**src/rtl/main_decoder_pkg.sv**
```systemverilog
// Shared widths, types and decode helpers for the registered 2-to-4 decoder.
package main_decoder_pkg;

  localparam int unsigned SEL_W = 2;
  localparam int unsigned N_OUT = 4;

  typedef logic [SEL_W-1:0] sel_t;
  typedef logic [N_OUT-1:0] dec_t;

  // Bit i of the result corresponds to output yi.
  function automatic dec_t decode_onehot(input sel_t sel, input logic en);
    dec_t v;
    v = '0;
    if (en) v[sel] = 1'b1;
    return v;
  endfunction

  function automatic logic is_onehot0(input dec_t v);
    return ((v & (v - dec_t'(1))) == '0);
  endfunction

endpackage

```
**src/rtl/main_decoder_core.sv**
```systemverilog
// Purely combinational 2-to-4 decode with enable; active-high one-hot result.
module main_decoder_core
  import main_decoder_pkg::*;
(
  input  sel_t i_sel,
  input  logic i_en,
  output dec_t o_dec
);

  assign o_dec = decode_onehot(i_sel, i_en);

endmodule

```
**src/rtl/main_decoder.sv**
```systemverilog
// Registered 2-to-4 decoder with enable, async active-high reset and selectable
// output polarity. Optional one-hot checker: define MAIN_DECODER_ONEHOT_CHK_EN.
module main_decoder
  import main_decoder_pkg::*;
#(
  parameter int OUT_ACTIVE_HIGH = 1
) (
  input  logic clk,
  input  logic rst,
  input  sel_t w,
  input  logic en,
  output logic y0,
  output logic y1,
  output logic y2,
`ifdef MAIN_DECODER_ONEHOT_CHK_EN
  output logic err,
`endif
  output logic y3
);

  // Inactive level of the physical outputs; also the reset/disabled value.
  localparam dec_t INACTIVE = (OUT_ACTIVE_HIGH != 0) ? '0 : '1;

  dec_t w_dec;
  dec_t r_y;

  main_decoder_core u_core (
    .i_sel (w),
    .i_en  (en),
    .o_dec (w_dec)
  );

  always_ff @(posedge clk or posedge rst) begin
    if (rst) r_y <= INACTIVE;
    else     r_y <= w_dec ^ INACTIVE;
  end

  assign y0 = r_y[0];
  assign y1 = r_y[1];
  assign y2 = r_y[2];
  assign y3 = r_y[3];

`ifdef MAIN_DECODER_ONEHOT_CHK_EN
  dec_t w_act;
  logic r_err;

  // Checks the registered outputs in active-high form, independent of polarity.
  assign w_act = r_y ^ INACTIVE;

  always_ff @(posedge clk or posedge rst) begin
    if (rst)                    r_err <= 1'b0;
    else if (!is_onehot0(w_act)) r_err <= 1'b1;
  end

  assign err = r_err;

  always_ff @(posedge clk) begin
    if (!rst) a_onehot0: assert (is_onehot0(w_act));
  end
`endif

endmodule

```
**config.mk**
```make
export PLATFORM = sky130hd
export DESIGN_NAME = main_decoder
export DESIGN_NICKNAME = d
export VERILOG_FILES = /design/src/rtl/main_decoder_pkg.sv /design/src/rtl/main_decoder_core.sv /design/src/rtl/main_decoder.sv
export SDC_FILE = /design/constraint.sdc
export NUM_CORES = 1
export LEC_CHECK = 0
export ABC_AREA = 1
export BUFFER_PORTS_ARGS = -buffer_cell sky130_fd_sc_hd__buf_2
export CAP_MARGIN = 20
export CORE_AREA = 2 2 39 41
export CTS_CLUSTER_DIAMETER = 80
export DETAILED_ROUTE_END_ITERATION = 7
export DIE_AREA = 0 0 41 43
export PLACE_DENSITY_LB_ADDON = 0.2
export SETUP_SLACK_MARGIN = 0.3
export SLEW_MARGIN = 20
export SYNTH_ARGS = -nofsm -noshare
export SYNTH_HDL_FRONTEND = slang
export SYNTH_HIERARCHICAL = 1
export SYNTH_SLANG_ARGS = --single-unit
```
**constraint.sdc**
```tcl
create_clock -name clk -period 1.05 [get_ports clk]
set_input_delay 0.0525 -clock clk [delete_from_list [all_inputs] [get_ports clk]]
set_output_delay 0.0525 -clock clk [all_outputs]
set_load 0.02 [all_outputs]
```
### Yosys cells after proc, flatten, opt, wreduce, memory -nomap -nowiden

Index checks and enable logic that the tools add are counted.

* div/mod/pow operators: 0
* mux-type cells: 3
* $add $sub $neg: 0
* order comparisons: 2
* shift operators: 0
* reductions and logical operators: 1
* multipliers: 0
* eq/ne operators: 0
* bitwise logic cells: 0

Operators by type and width (number)
* $mux W4: 1
* $lt A2 B3 Y1 const B: 1
* $demux W1 S2: 1
* $ge A2 B1 Y1 const B: 1
* $logic_and A1 B1 Y1: 1
* $mux W1: 1

* bits in latches: 0
* logic and storage cells: 7
* RAM bits: 0
* bits in registers: 4
* ROM bits: 0
* memories: 0

### Logic depth before layout (Yosys ltp)

* depth in word-level cells: 5
* mapped depth: 3
* depth with buffers taken out: 3

### By module

The synthesis kept the hierarchy.

By module, submodules not included
* main_decoder: seq. area each 100.1 um^2, cells each 5, instances 1, area each 103.8 um^2
* main_decoder_core: seq. area each 0.0 um^2, cells each 8, instances 1, area each 30.0 um^2

### Worst setup path before layout

Ideal clock, no wire load.

* path kind: register -> output
* start: register r_y[0]
* end: output y0
* required time: 0.998 ns
* setup slack: 0.581 ns
* stages on the path, launching flop included: 1
* path buffers: 0
* arrival time: 0.416 ns
* path through: dfrtp_1

RTL lines
* start, declared: RTL line main_decoder.sv:25 `dec_t r_y;`
* start signal, assigned: RTL line main_decoder.sv:35 `else r_y <= w_dec ^ INACTIVE;`
* end, declared: RTL line main_decoder.sv:12 `output logic y0,`

No word-level cell between the ends.

### Worst setup path in the final report

* start: register r_y[0]
* end: output y0

No word-level cell between the ends.

==> impl_metrics.py <==
metrics = {
    "synthesis": {
        "ys_ff_latch": 4,
        "avgSynthCellArea_um2": 10.30,
        "synth_compound_area_share_pct": 0,
        "synth.distinct_cells": 4,
        "syn_area_um2": 133.9,
        "syn-num-nets": 18,
        "synth_top_family_by_area": "simple AND/OR/NAND/NOR gates",
        "yosys.area_share.simple_pct": 16.82,
        "synth_fa_ha_area_share_pct": 0,
        "synthCells": 13,
        "synth_xor_area_share_pct": 0,
        "muxShareOfSynthArea_pct": 0,
        "ys_seq_area_share_pct": 74.77,
        "ys_warn_count": 6,
    },
    "global_routing": {
        "grt_pass1_wl_um": 338,
        "overflow": 0,
        "track_usage_pct": 3.827,
        "grt_pass1_vias": 91,
        "grt_max_degree": 5,
        "antenna_found_initial": 0,
    },
    "floorplan": {
        "die-area_um2": 1763,
        "die_w_um": 41,
        "num_rows": 14,
        "die_height_um": 43,
        "start_util_pct": 9.674,
        "ioPinCount": 9,
        "core_um2": 1384,
    },
    "cts": {
        "cts_made_buffers": 3,
        "cts_buffer_depth": 2,
        "cts_tree": "built",
        "clockRootBuffer": "clkbuf_4",
        "cts.sinks": 4,
        "cts.clk_slew.worst_paths_ns": 0.04,
        "htreeDepth": 1,
        "postCtsSetupBuffers": 0,
    },
    "critical_path": {
        "cp.depth": 1,
        "path_cells": "buf_6",
        "critPathTopFamily": "flip-flops",
        "crit_path_max_fanout": 1,
        "critPathLaunchType": "flip-flop",
        "slowest_stage": "dfrtp_1",
        "critPathLaunch": "r_y[0]",
        "max_stage_delay_ns": 0.37,
        "critPathCaptureType": "output port",
        "worst-path-buf-inv": 1,
        "crit_arrival_ns": 0.73,
        "critPathCapture": "y0",
        "required_ns": 1.00,
        "crit_type": "flip-flop to output port",
    },
    "layout": {
        "area.sequential_um2": 100.1,
        "fillers": 151,
        "finalCoreUtilization_pct": 18.90,
        "regMostFlops": "r_y",
        "n_antenna_cell": 0,
        "multi_input_area_um2": 22.52,
        "drive_above_1_share_pct": 42.31,
        "fin_nets": 33,
        "area_growth_pct": 95.33,
        "largestRegisters": "r_y: 4 flops",
        "largest_reg_flops": 4,
    },
    "place": {
        "globalplace.congestion": 0.5184,
        "place.port_buffers": 8,
    },
    "power": {
        "total_power_mw": 0.3936,
        "leakagePower_nw": 0.1449,
        "combPwrFrac_pct": 11.6,
        "p_switching_mw": 0.08131,
        "power.share.sequential_pct": 41.6,
        "p_per_area_nw_per_um2": 1505,
        "pwr-share-clk_pct": 46.9,
        "ir_drop_uv": 237.8,
        "swShare_pct": 20.66,
        "internal_power_mw": 0.3123,
    },
    "route": {
        "drtIter0Drc": 5,
        "dr.pass1.iters": 2,
        "vias": 120,
        "wl_per_cell_um": 6.143,
        "drt-vias-per-instance": 2.857,
        "final_antenna_net_count": 0,
        "drt-total-wl_um": 258,
        "drc": 0,
    },
    "sta": {
        "hold_viol": 0,
        "setup_viol": 0,
        "slew_violations": 0,
        "tightest_slew_ns": 0.1399,
        "clock.fmax_ghz": 1.281,
        "timing.hold.ws_ns": 0.08093,
        "rsz0062_at_grt": "yes",
        "tns_ns": 0,
        "slew_headroom_pct": 90.66,
        "min_period_ns": 0.7807,
        "post-route-period-util_pct": 74.35,
    },
    "worst_hold_path": {
        "hold_class": "primary input to flip-flop",
    },
    "run": {
        "maxCapViolCount": 0,
    },
    "outcome": {
        "status": "complete, no violations",
    },
}
[how the worst min path moves through the flow]
stage,start,to,slack [ns],cells after the start
floorplan,rst,r_y[0],-0.18,1
global placement,rst,r_y[0],-0.07,2
detailed placement,rst,r_y[0],-0.07,2
CTS,w[0],r_y[1],0.07,3
global route,w[0],r_y[3],0.09,3
finish,w[0],r_y[3],0.08,3
[tightest hold or removal path: stages]
cell and delay (ns):
buf_2 0.10, nand2_1 0.07, nor2_1 0.04
[area by class of cell]
class	count	share of cell area, %
clock buffer	3	8.612
inverter	3	4.306
multi-input combinational	6	8.612
sequential	4	38.28
tap	16	7.655
timing repair buffer	10	32.54
[placed cells by master (no fill, tap or decap)]
cell	synthesis	routed
buf_2	0	4
buf_6	0	4
clkbuf_4	0	3
dfrtp_1	4	4
dlygate4sd3_1	0	2
inv_1	3	3
nand2_1	2	2
nor2_1	4	4
[kinds of logic (layout without fill, tap and decap cells)]
family	Yosys count	in the layout
DFF	4	4
and+or+nand+nor	6	6
buffers and inverters	3	16
[power by group through the flow]
stage / registers [mW] / logic, mW / clock network [mW]
floorplan: 0.172 / 0.00895 / 0
global placement: 0.164 / 0.0328 / 0
detailed placement: 0.164 / 0.0334 / 0
CTS: 0.164 / 0.0458 / 0.197
global route: 0.164 / 0.0497 / 0.203
finish: 0.164 / 0.0455 / 0.184
[metal layers]
layer / up-vias / global-route usage (%) / part of all wire, %
met4: 0 / 8.000 / 5.8
li1: 62 / - / -
met3: 2 / 3.141 / 23
met2: 11 / 2.813 / 30
met1: 45 / 3.571 / 41
met5: - / 0 / 0
[metrics by stage]
stage / setup slack [ns] / cells / cell area [µm²]
3_3_place_gp: 0.5140 / 37 / 193.9
4_1_cts: 0.2557 / 42 / 261.5
2_1_floorplan: 0.5815 / 13 / 133.9
3_5_place_dp: 0.4980 / 37 / 193.9
5_1_grt: 0.2514 / 42 / 261.5
6_report: 0.2693 / 42 / 261.5
[repair_timing]
item | in CTS | in global routing
gates resized for setup | 8 | 0
setup endpoints to repair | 4 | 4
hold endpoints to repair | 5 | 0
hold buffers | 2 | 0
[cell usage after synthesis, drive strengths merged]
library cell / instances / area (µm²)
dfrtp: 4 / 100.1
nor2: 4 / 15.01
inv: 3 / 11.26
nand2: 2 / 7.510
Power figures use the tool's default switching activity.
